--- config.mk ---
export PLATFORM = sky130hd
export DESIGN_NAME = cms_ctrl_arbiter
export DESIGN_NICKNAME = d
export VERILOG_FILES = /design/src/rtl/cms_ctrl_pkg.sv /design/src/rtl/cms_rr_picker.sv /design/src/rtl/cms_ctrl_arbiter.sv
export SDC_FILE = /design/constraint.sdc
export NUM_CORES = 1
export LEC_CHECK = 0
export BUFFER_PORTS_ARGS = -buffer_cell sky130_fd_sc_hd__buf_2
export CAP_MARGIN = 20
export CORE_AREA = 2 2 147 149
export CTS_BUF_LIST = sky130_fd_sc_hd__clkbuf_4 sky130_fd_sc_hd__clkbuf_8
export DETAILED_ROUTE_END_ITERATION = 6
export DIE_AREA = 0 0 149 151
export PLACE_DENSITY = 0.47
export SYNTH_ARGS = -nofsm -noshare
export SYNTH_HDL_FRONTEND = slang
export SYNTH_SLANG_ARGS = --single-unit
export TNS_END_PERCENT = 100
--- constraint.sdc ---
create_clock -name clk -period 4.17 [get_ports clk]
set_input_delay 0 -clock clk [delete_from_list [all_inputs] [get_ports clk]]
set_output_delay 0 -clock clk [all_outputs]
set_load 0.02 [all_outputs]
--- src/rtl/cms_ctrl_pkg.sv ---
// -----------------------------------------------------------------------------
// cms_ctrl_pkg
// Shared definitions for the continuous-monitoring-system control-port arbiter:
//   - arb_state_e     : arbiter FSM state encoding (IDLE/SETUP/STROBE/GAP)
//   - CMS_ADDR_WIDTH / CMS_DATA_WIDTH : default control address / data widths
//   - CMS_ADDR_*      : monitor control register addresses
//   - cms_max()       : constant helper used for counter sizing
// -----------------------------------------------------------------------------
package cms_ctrl_pkg;

    typedef enum logic [1:0] {
        ARB_IDLE   = 2'd0,
        ARB_SETUP  = 2'd1,
        ARB_STROBE = 2'd2,
        ARB_GAP    = 2'd3
    } arb_state_e;

    localparam int unsigned CMS_ADDR_WIDTH = 8;
    localparam int unsigned CMS_DATA_WIDTH = 64;

    // Monitor control register map
    localparam logic [CMS_ADDR_WIDTH-1:0] CMS_ADDR_TRACE_START_EN    = 8'd0;
    localparam logic [CMS_ADDR_WIDTH-1:0] CMS_ADDR_TRACE_END_EN      = 8'd1;
    localparam logic [CMS_ADDR_WIDTH-1:0] CMS_ADDR_TRACE_START_ADDR  = 8'd2;
    localparam logic [CMS_ADDR_WIDTH-1:0] CMS_ADDR_TRACE_END_ADDR    = 8'd3;
    localparam logic [CMS_ADDR_WIDTH-1:0] CMS_ADDR_RANGE_LOWER_EN    = 8'd4;
    localparam logic [CMS_ADDR_WIDTH-1:0] CMS_ADDR_RANGE_UPPER_EN    = 8'd5;
    localparam logic [CMS_ADDR_WIDTH-1:0] CMS_ADDR_RANGE_LOWER_BOUND = 8'd6;
    localparam logic [CMS_ADDR_WIDTH-1:0] CMS_ADDR_RANGE_UPPER_BOUND = 8'd7;
    localparam logic [CMS_ADDR_WIDTH-1:0] CMS_ADDR_WFI_STOP          = 8'd8;

    function automatic int unsigned cms_max(input int unsigned a, input int unsigned b);
        return (a > b) ? a : b;
    endfunction

endpackage

--- src/rtl/cms_rr_picker.sv ---
// -----------------------------------------------------------------------------
// cms_rr_picker
// Pure combinational winner selection. Searches valid_i starting at ptr_i and
// wrapping around; the first asserted bit wins. With ptr_i tied to 0 this is a
// lowest-index fixed-priority picker.
//   valid_i [N]      : request bits
//   ptr_i   [IDW]    : first index to examine (must be < N)
//   grant_o [N]      : one-hot winner, all zero when nothing is valid
//   idx_o   [IDW]    : winner index, 0 when nothing is valid
//   any_o            : at least one request is valid
// -----------------------------------------------------------------------------
module cms_rr_picker #(
    parameter  int unsigned N   = 4,
    localparam int unsigned IDW = $clog2(N)
) (
    input  logic [N-1:0]   valid_i,
    input  logic [IDW-1:0] ptr_i,
    output logic [N-1:0]   grant_o,
    output logic [IDW-1:0] idx_o,
    output logic           any_o
);

    localparam logic [IDW:0] NUM = (IDW+1)'(N);

    logic [IDW:0]   sum;
    logic [IDW-1:0] cand;
    logic           found;

    always_comb begin
        grant_o = '0;
        idx_o   = '0;
        found   = 1'b0;
        sum     = '0;
        cand    = '0;
        for (int k = 0; k < int'(N); k++) begin
            // ptr_i < N and k < N, so a single subtraction performs the wrap.
            sum = {1'b0, ptr_i} + (IDW+1)'(k);
            if (sum >= NUM) begin
                sum = sum - NUM;
            end
            cand = sum[IDW-1:0];
            if (!found && valid_i[cand]) begin
                found = 1'b1;
                idx_o = cand;
            end
        end
        if (found) begin
            grant_o[idx_o] = 1'b1;
        end
        any_o = found;
    end

endmodule

--- src/rtl/cms_ctrl_arbiter.sv ---
// -----------------------------------------------------------------------------
// cms_ctrl_arbiter
// Shares the monitor's single control write port between NUM_REQ requesters.
// Each accepted request is replayed as SETUP (addr/data held, WE low),
// a one-cycle STROBE (WE high) and GAP (WE low), so both edge- and
// level-triggered write-enable modes of the monitor see exactly one write.
//
// Handshake: a transfer happens on a rising edge where req_valid[i] and
// req_ready[i] are both high. req_ready is combinational, one-hot on the
// picker's winner, and only ever asserted in IDLE. Requesters hold valid,
// addr and data stable until ready; dropping valid early withdraws the request.
//
// Ports:
//   clk, rst          : clock, synchronous active-high reset
//   req_valid/ready   : per-requester handshake [NUM_REQ]
//   req_addr/wdata    : requester i at [i*W +: W]
//   ctrl_addr/wdata   : registered, change only on a transfer
//   ctrl_write_enable : registered strobe
//   busy              : state is not IDLE
//   grant_id          : index of the last accepted requester (registered)
//   dbg_state         : current FSM state (arb_state_e encoding)
//
// Build option: CMS_CTRL_ARB_FIXED_PRIO_EN selects lowest-index fixed priority
// (no pointer register); otherwise round-robin with the pointer moving to the
// index after each winner.
// -----------------------------------------------------------------------------
module cms_ctrl_arbiter
    import cms_ctrl_pkg::*;
#(
    parameter  int unsigned NUM_REQ      = 4,
    parameter  int unsigned ADDR_WIDTH   = CMS_ADDR_WIDTH,
    parameter  int unsigned DATA_WIDTH   = CMS_DATA_WIDTH,
    parameter  int unsigned SETUP_CYCLES = 1,
    parameter  int unsigned GAP_CYCLES   = 1,
    localparam int unsigned IDW          = $clog2(NUM_REQ)
) (
    input  logic                             clk,
    input  logic                             rst,
    input  logic [NUM_REQ-1:0]               req_valid,
    output logic [NUM_REQ-1:0]               req_ready,
    input  logic [NUM_REQ*ADDR_WIDTH-1:0]    req_addr,
    input  logic [NUM_REQ*DATA_WIDTH-1:0]    req_wdata,
    output logic [ADDR_WIDTH-1:0]            ctrl_addr,
    output logic [DATA_WIDTH-1:0]            ctrl_wdata,
    output logic                             ctrl_write_enable,
    output logic                             busy,
    output logic [IDW-1:0]                   grant_id,
    output logic [1:0]                       dbg_state
);

    localparam int unsigned CNT_W = $clog2(cms_max(SETUP_CYCLES, GAP_CYCLES) + 1);

    arb_state_e             state_q, state_d;
    logic [CNT_W-1:0]       cnt_q, cnt_d;
    logic [ADDR_WIDTH-1:0]  addr_q;
    logic [DATA_WIDTH-1:0]  wdata_q;
    logic                   we_q;
    logic [IDW-1:0]         gid_q;

    logic [NUM_REQ-1:0]     pick_grant;
    logic [IDW-1:0]         pick_idx;
    logic                   pick_any;
    logic [IDW-1:0]         ptr;
    logic                   xfer;

`ifdef CMS_CTRL_ARB_FIXED_PRIO_EN
    assign ptr = '0;
`else
    logic [IDW-1:0] ptr_q;

    always_ff @(posedge clk) begin
        if (rst) begin
            ptr_q <= '0;
        end else if (xfer) begin
            ptr_q <= (pick_idx == IDW'(NUM_REQ - 1)) ? '0 : pick_idx + 1'b1;
        end
    end

    assign ptr = ptr_q;
`endif

    cms_rr_picker #(.N(NUM_REQ)) u_picker (
        .valid_i (req_valid),
        .ptr_i   (ptr),
        .grant_o (pick_grant),
        .idx_o   (pick_idx),
        .any_o   (pick_any)
    );

    assign req_ready = (state_q == ARB_IDLE) ? pick_grant : '0;
    assign xfer      = (state_q == ARB_IDLE) && pick_any;

    always_comb begin
        state_d = state_q;
        cnt_d   = cnt_q;
        unique case (state_q)
            ARB_IDLE: begin
                if (pick_any) begin
                    state_d = ARB_SETUP;
                    cnt_d   = CNT_W'(SETUP_CYCLES - 1);
                end
            end
            ARB_SETUP: begin
                if (cnt_q == '0) begin
                    state_d = ARB_STROBE;
                end else begin
                    cnt_d = cnt_q - 1'b1;
                end
            end
            ARB_STROBE: begin
                state_d = ARB_GAP;
                cnt_d   = CNT_W'(GAP_CYCLES - 1);
            end
            ARB_GAP: begin
                if (cnt_q == '0) begin
                    state_d = ARB_IDLE;
                end else begin
                    cnt_d = cnt_q - 1'b1;
                end
            end
            default: state_d = ARB_IDLE;
        endcase
    end

    always_ff @(posedge clk) begin
        if (rst) begin
            state_q <= ARB_IDLE;
            cnt_q   <= '0;
            addr_q  <= '0;
            wdata_q <= '0;
            we_q    <= 1'b0;
            gid_q   <= '0;
        end else begin
            state_q <= state_d;
            cnt_q   <= cnt_d;
            // Registering WE from the next state keeps it aligned with STROBE.
            we_q    <= (state_d == ARB_STROBE);
            if (xfer) begin
                addr_q  <= req_addr[pick_idx*ADDR_WIDTH +: ADDR_WIDTH];
                wdata_q <= req_wdata[pick_idx*DATA_WIDTH +: DATA_WIDTH];
                gid_q   <= pick_idx;
            end
        end
    end

    assign ctrl_addr         = addr_q;
    assign ctrl_wdata        = wdata_q;
    assign ctrl_write_enable = we_q;
    assign busy              = (state_q != ARB_IDLE);
    assign grant_id          = gid_q;
    assign dbg_state         = state_q;

endmodule
# Yosys cells after proc, flatten, opt, wreduce, memory -nomap -nowiden
# Cells that the tools add are included.
dict set report classes {
  add_sub_neg 9
  order_cmp 10
  n_eq_ne 6
  n_shift 2
  mux 32
  n_reduce_logical 11
}
# operator n
set ops {}
lappend ops {{$shiftx A256 B9 Y64} 1}
lappend ops {{$shiftx A32 B6 Y8} 1}
lappend ops {{$mux W2} 12}
lappend ops {{$lt A2 B3 Y1 const B} 5}
lappend ops {{$mux W1} 11}
lappend ops {{$ge A3 B3 Y1 const B} 3}
lappend ops {{$bmux W1 S2} 4}
lappend ops {{$eq A2 B2 Y1 const B} 4}
lappend ops {{$mux W4} 2}
lappend ops {{$pmux W2 S4} 1}
lappend ops {{$sub A2 B1 Y2 const B} 4}
lappend ops {{$add A2 B2 Y3 const B} 2}
lappend ops {{$logic_and A1 B1 Y1} 5}
lappend ops {{$add A2 B1 Y3 const B} 1}
lappend ops {{$ge A2 B3 Y1 const B} 1}
lappend ops {{$logic_not A1 Y1} 3}
lappend ops {{$pmux W1 S3} 1}
lappend ops {{$add A2 B1 Y2 const B} 1}
lappend ops {{$demux W1 S2} 1}
lappend ops {{$eq A2 B1 Y1 const B} 1}
lappend ops {{$ge A2 B1 Y1 const B} 1}
lappend ops {{$logic_not A2 Y1} 1}
lappend ops {{$ne A2 B2 Y1 const B} 1}
lappend ops {{$reduce_bool A2 Y1} 1}
lappend ops {{2 further kinds} 2}
dict set report totals {
  regBits 80
  input_bits 294
  output_inout_bits 82
  word_cells 77
}

# Depth between registers and ports, before layout
# Gate-level depths: netlist of the first run.
dict set report depth {
  ltp_word 20
  depth_mapped 9
  depth_no_buf 6
}

# Modules after synthesis
# A second synthesis of the first run with hierarchy kept.
dict set report hier_totals {
  cells_unflattened 475
  hier_area_um2 4984.8
}
# module instances cells_per_inst area_per_inst_um2 seq_area_each_um2
set by_module_without_submodules {}
lappend by_module_without_submodules {cms_ctrl_arbiter 1 442 4773.3 1581.5}
lappend by_module_without_submodules {cms_rr_picker 1 33 211.5 0.0}

# Worst setup path before layout of the first run
# OpenSTA, ideal clock, no wires.
dict set report synth_path {
  path_type {register -> register}
  startpoint {register ptr_q[1] (netlist: ptr[1])}
  endpoint {register ptr_q[0] (netlist: ptr[0])}
  arrival_time_ns 2.148
  required_time_ns 4.100
  slack_ns 1.952
  stages_incl_launch_ff 10
  n_path_buf 3
  synth_period_minus_slack_ns 2.218
  path_cell_list {dfxtp_1 -> or3b_2 -> o221ai_1 -> buf_4 -> inv_2 -> clkbuf_1 -> buf_2 -> ha_1 -> or3_1 -> a21oi_1}
}
dict set report synth_via {
  elab_chain_cells 16
  elab_cells_between_ends 41
  classes_between {add/sub: 8; order compare: 4; eq/ne: 1; mux: 21; reduce/logical: 7}
}
# item line
set synth_lines {}
lappend synth_lines {{from (decl)} cms_ctrl_arbiter.sv:69} ;# logic [IDW-1:0] ptr_q;
lappend synth_lines {{from (signal assigned)} cms_ctrl_arbiter.sv:75} ;# ptr_q <= (pick_idx == IDW'(NUM_REQ - 1)) ? '0 : pick_idx + 1'b1;
lappend synth_lines {{parallel branches: the longest is 16 deep, another holds $add A2 B1 Y3} --}
# Several ways; the timed one is not identified. The select of a mux whose other input is x is not followed.
# A chain may end at the register's enable or synchronous reset.

# Final worst setup path of the first run
dict set report layout_path {
  startpoint {register ptr_q[1] (netlist: ptr[1])}
  endpoint {register addr_q[7] (netlist: ctrl_addr[7])}
}
dict set report layout_via {
  elab_chain_cells 15
  elab_cells_between_ends 39
  classes_between {add/sub: 7; order compare: 4; shift: 1; mux: 20; reduce/logical: 7}
}
# item line
set layout_lines {}
lappend layout_lines {{parallel branches: the longest is 15 deep, another holds $add A2 B1 Y3} --}
lappend layout_lines {{to (signal assigned)} cms_ctrl_arbiter.sv:139} ;# addr_q <= req_addr[pick_idx*ADDR_WIDTH +: ADDR_WIDTH];
lappend layout_lines {{to (decl)} cms_ctrl_arbiter.sv:55} ;# logic [ADDR_WIDTH-1:0] addr_q;
# Several ways; the timed one is not identified. The select of a mux whose other input is x is not followed.

==> results of run 1 <==
layer usage:
metal | wire length, um | share of wire | global-route usage
met2 | 12030 | 0.52 | 0.3786
met1 | 9130 | 0.39 | 0.2068
met4 | 446 | 0.019 | 0.07238
met3 | 1631 | 0.070 | 0.03765
met5 | 0 | 0 | 0
power breakdown:
group          internal, mW  switching (mW)
clock                 0.299           0.325
combinational          1.21            1.67
sequential             1.05           0.164
flip-flops by register name, summed over array words and instances (netlist names):
register / count
ctrl_wdata: 64
dbg_state: 2
ctrl_addr: 8
ctrl_write_enable: 1
ptr: 2
grant_id: 2
layout make-up:
cell class | instances | area [um^2]
flip-flops and latches | 79 | 1582
multi-input cells | 547 | 2846
repair buffers | 528 | 3398
fillers | 2321 | 12420
clock inverters | 5 | 57.56
clock buffers | 11 | 145.1
well taps | 275 | 344.1
diodes | 3 | 7.507
inverters | 5 | 21.27
critical path, delay by kind of cell (launching register included):
family                 cells  cell delay (ns)
AO/OA/AOI/OAI              3             0.95
AND/OR/NAND/NOR            1             0.08
buffers and inverters      3             1.86
multiplexers               1             0.35
flip-flops                 1             0.46
stage by stage:
stage | std cells | worst slack, ns | instance area, um^2 | utilization
4_1_cts | 1450 | 0.3445 | 8394 | 0.4031
3_5_place_dp | 1290 | 0.8768 | 6750 | 0.3242
5_1_grt | 1450 | 0.1099 | 8394 | 0.4031
2_1_floorplan | 694 | 1.952 | 4740 | -
6_report | 1453 | 0.3978 | 8402 | 0.4035
3_3_place_gp | 1290 | 0.9560 | 6750 | 0.3242
logic make-up after synthesis:
kind of cell | after synthesis
DFF | 79
muxes | 1
and+or+nand+nor | 384
adders and majority gates | 5
buffers and inverters | 68
AOI/OAI and AO/OA | 157
placed cells by master (no fill, tap or decap), types with 3 or more instances in the layout:
master / n
a21oi_1: 6
a311o_1: 72
a31oi_1: 72
buf_2: 375
buf_4: 8
clkbuf_8: 10
clkinvlp_4: 3
dfxtp_1: 79
diode_2: 3
dlygate4sd3_1: 144
ha_1: 5
inv_1: 4
nand2_1: 295
nor2_1: 76
nor2b_1: 3
path summary, 6_finish.rpt:
| check | startpoint | to | slack (ns) | depth (start not counted) |
|---|---|---|---|---|
| setup / recovery | ptr[1]$_SDFFE_PP0P_ | ctrl_addr[7]$_SDFFE_PP0P_ | 0.40 | 8 |
| hold / removal | rst | grant_id[1]$_SDFFE_PP0P_ | 0.16 | 2 |
| hold reg to reg | grant_id[0]$_SDFFE_PP0P_ | grant_id[0]$_SDFFE_PP0P_ | 0.48 | 2 |
| setup reg to reg | ptr[1]$_SDFFE_PP0P_ | ctrl_addr[7]$_SDFFE_PP0P_ | 0.40 | 8 |
==> qor.yml, run 1 <==
outcome:
  status: "complete, no violations"
synthesis:
  ys.flop_type: "dfxtp_1"
  syn_area_mm2: 0.004740
  post-synth-top-count-cell: "nand2_1"
  yosys.area.top_type: "dfxtp_1"
  synth_fp_nets: 993
  synthAdderAreaFrac: 0.01320
  syn_area_per_cell_um2: 6.829
  synth_simple_gate_area_frac: 0.3128
  synth_top_family_by_area: "simple AND/OR/NAND/NOR gates"
  yosysWarnings: 0
  yosys_register_bits: 79
  synth_edf_count: 0
  yosysSeqAreaShare: 0.3337
  synthArstFlopShare: 0
  synthTopCellsByCount: "nand2_1, dfxtp_1, nor2_1, a311o_1, a31oi_1"
  synth.area.top_cells: "dfxtp_1, nand2_1, a311o_1, a31oi_1, nor2_1"
  synth_xor_area_frac: 0
  muxShareOfSynthArea: 0.002112
  syn_inst: 694
  synth_top_area_frac: 0.3337
  synth_compound_area_frac: 0.2672
  synth_cell_types: 32
sta:
  holdWs_ns: 0.1621
  max_freq_ghz: 0.2651
  slew_headroom: 0.2943
  period_share: 0.9046
  period_needed_ns: 3.772
  rsz0062_at_grt: "no"
  hold_violations: 0
  skew_ns: 0.01656
  final_max_slew_viol_count: 0
  tns_ns: 0
  setup_viol: 0
  worstMarginPinSlew_ns: 1.059
global_routing:
  grt_usage: 0.1947
  grt_pass1_wl_um: 34660
  grt_max_degree: 88
  antenna_found_initial: 0
  grt_pass1_vias: 6927
  globalRouteOverflowTotal: 0
floorplanning:
  fp.dieArea_mm2: 0.02250
  core_mm2: 0.02082
  die_w_um: 149
  io-pin-count: 376
  dieHeight_um: 151
  start_util: 0.2276
  rows: 53
placement:
  globalplace.congestion: 0.7792
  port_buffers: 375
  hpwl_um: 15640
pwr:
  power-per-cell-area_mw_per_mm2: 560.7
  ir_worst_vdd_v: 0.0001969
  p_leak_nw: 4.249
  finalPower_mw: 4.711
clock_tree:
  cts_made_buffers: 9
  clk_pin_slew_worst_paths_ns: 0.10
  cts_tree: "done"
  clk_latency_ns: 0.38
  clock_sinks: 79
  cts_setup_buffers: 0
  cts_hold_buf: 144
  h-tree-depth: 3
  clockRootBuffer: "clkbuf_8"
  clockBufferDepth: 2
  cts_resized: 0
drt:
  detail-route-antenna-nets: 0
  routed_via_density: 4.769
  wl_per_cell_um: 16.00
  drc: 0
  dr.pass1.iters: 4
  dr_total_vias: 6930
  routed_wirelength_um: 23240
  drt_iter0_drc: 255
setup_path:
  crit_arrival_ns: 4.10
  critical_path.max_stage_delay_ns: 0.88
  crit_chain: "mux2i_1, o221ai_4, inv_4, buf_4, nand2_1, a311o_1, a31oi_1, dlygate4sd3_1"
  setup.worst_path.start_class: "flip-flop"
  worst_setup_path_end_kind: "flip-flop"
  critical_path.slowest_cell: "inv_4"
  crit_type: "reg -> reg"
  path_max_fanout: 87
  critical_path_required_ns: 4.50
finish:
  layout.nets: 1469
  syn2layout_area_growth_pct: 77.27
  drive_gt1_frac: 0.3464
worst_hold_path:
  hp-class: "in -> reg"
job:
  drv_cap: 0
(Power assumes the default switching activity.)
==> run 2: changes to the inputs <==
==> constraint.sdc (replaced) <==
create_clock -name clk -period 4.7 [get_ports clk]
set_input_delay 0 -clock clk [delete_from_list [all_inputs] [get_ports clk]]
set_output_delay 0 -clock clk [all_outputs]
set_load 0.02 [all_outputs]
==> run 2 against run 1 <==
Compared with the run above:
- non-clock buffer count is 1 lower
- via count shrank 1.6%
- combinational power shrank 11%
- die area did not move
- routed wire length is 3.5% lower
- first-iteration DRC count grew 17%
- critical path type unchanged
- largest cell class unchanged
- highest routed layer unchanged
==> qor.yml, run 2 (same netlist as run 1, synthesis figures left out) <==
outcome:
  status: "complete, no violations"
sta:
  setup_viol: 0
  hold_violations: 0
  period_needed_ns: 3.220
  worstMarginPinSlew_ns: 1.041
  max_freq_ghz: 0.3105
  period_share: 0.6852
  tns_ns: 0
  rsz0062_at_grt: "no"
  final_max_slew_viol_count: 0
  skew_ns: 0.01295
  finalWorstSetupSlack_ns: 1.480
  slew_headroom: 0.3059
floorplanning:
  start_util: 0.2276
  rows: 53
  core_mm2: 0.02082
  fp.dieArea_mm2: 0.02250
  dieHeight_um: 151
  io-pin-count: 376
  die_w_um: 149
placement:
  place_ws_ns: 1.233
  globalplace.congestion: 0.7836
  hpwl_um: 15070
  postPlaceCellArea_mm2: 0.006735
  port_buffers: 375
pwr:
  comb_power_share: 0.605
  finalPower_mw: 4.200
  switching_share: 0.4476
  p_sw_mw: 1.880
  p_leak_nw: 4.266
  p_int_mw: 2.320
  pwr-share-clk: 0.139
  power-per-cell-area_mw_per_mm2: 499.0
  pwr-share-seq: 0.256
  ir_worst_vdd_v: 0.0002936
global_routing:
  grt_max_degree: 76
  grt_pass1_vias: 6813
  grt_pass1_wl_um: 33640
  globalRouteOverflowTotal: 0
  grt_usage: 0.1879
  antenna_found_initial: 2
setup_path:
  r2r_slack_ns: 1.48
  crit_chain: "mux2i_1, o221ai_4, inv_4, buf_12, nand2_1, a311o_1, a31oi_1, dlygate4sd3_1"
  critical_path.slowest_cell: "dlygate4sd3_1"
  worst-path-buf-inv: 3
  critical_path.max_stage_delay_ns: 0.58
  critical_path_required_ns: 5.00
  worst_setup_path_end_kind: "flip-flop"
  setup.worst_path.start_class: "flip-flop"
  cpLargestDelayFamily: "buffers and inverters"
  crit_type: "reg -> reg"
  path_max_fanout: 75
  crit_arrival_ns: 3.53
finish:
  drive_gt1_frac: 0.3453
  syn2layout_area_growth_pct: 77.59
  fillers: 2262
  final_cell_area_mm2: 0.008417
  final_cell_mix: "buf_2, nand2_1, dlygate4sd3_1"
  largest_register_ffs: 64
  seq_area_mm2: 0.001582
  final_common_cell: "buf_2"
  multiInputGateArea_mm2: 0.002846
  layout.nets: 1468
drt:
  drt_iter0_drc: 299
  drc: 0
  routed_wirelength_um: 22440
  dr.pass1.iters: 4
  detail-route-antenna-nets: 0
  dr_total_vias: 6816
  routed_via_density: 4.701
  wl_per_cell_um: 15.47
clock_tree:
  cts_tree: "done"
  clock_sinks: 79
  cts_hold_buf: 144
  cts_resized: 0
  h-tree-depth: 3
  clockBufferDepth: 2
  clockRootBuffer: "clkbuf_8"
  clk_pin_slew_worst_paths_ns: 0.08
  cts_setup_buffers: 0
  clk_latency_ns: 0.37
  cts_made_buffers: 9
job:
  drv_cap: 0
worst_hold_path:
  hp-class: "in -> reg"
-- run 2: cell types whose count changed in the layout (fill, tap and decap cells not counted) --
cell and change:
clkinvlp_4 -3, buf_4 -2, buf_12 +1, bufinv_16 +1, clkinv_2 +1, diode_2 -1
-- run 2: path summary, 6_finish.rpt --
path	from	to	depth (start not counted)
hold / removal	req_valid[3]	grant_id[0]$_SDFFE_PP0P_	5
setup / recovery	ptr[1]$_SDFFE_PP0P_	ctrl_wdata[4]$_SDFFE_PP0P_	8
setup reg to reg	ptr[1]$_SDFFE_PP0P_	ctrl_wdata[4]$_SDFFE_PP0P_	8
hold reg to reg	grant_id[0]$_SDFFE_PP0P_	grant_id[0]$_SDFFE_PP0P_	2
-- run 2: cell type report --
type,instances,area share
timing repair buffer,527,0.4043
clock buffer,11,0.01724
antenna,2,0.0005946
multi-input combinational,547,0.3382
inverter,5,0.002527
sequential,79,0.1879
tap,275,0.04088
clock inverter,4,0.008325
-- run 2: power by group through the flow --
stage	clock network, mW	logic, mW	registers, mW
after detailed placement	0	2.18	1.09
final	0.584	2.54	1.07
after floorplan	0	1.16	1.38
after global placement	0	2.19	1.09
after global routing	0.635	2.78	1.10
after CTS	0.615	2.55	1.08
-- run 2: metal layers --
metal,track usage,vias up,wire length [um]
met4,0.06286,0,509
met3,0.04639,32,1668
met2,0.3484,276,11150
li1,-,3368,-
met5,0,-,0
met1,0.2096,3140,9105
-- run 2: per-stage QoR --
step / hold slack (ns) / instances / util
final: 0.2020 / 1450 / 0.4042
after floorplan: 0.1503 / 694 / -
after global routing: 0.2280 / 1448 / 0.4040
after global placement: 0.2581 / 1288 / 0.3235
after detailed placement: 0.2618 / 1288 / 0.3235
after CTS: 0.1739 / 1447 / 0.4030
-- run 2: worst min-delay path: stages --
cell and delay [ns]:
buf_2 0.14, a21oi_1 0.16, nor2_1 0.10, nand2_1 0.06, a21oi_1 0.05
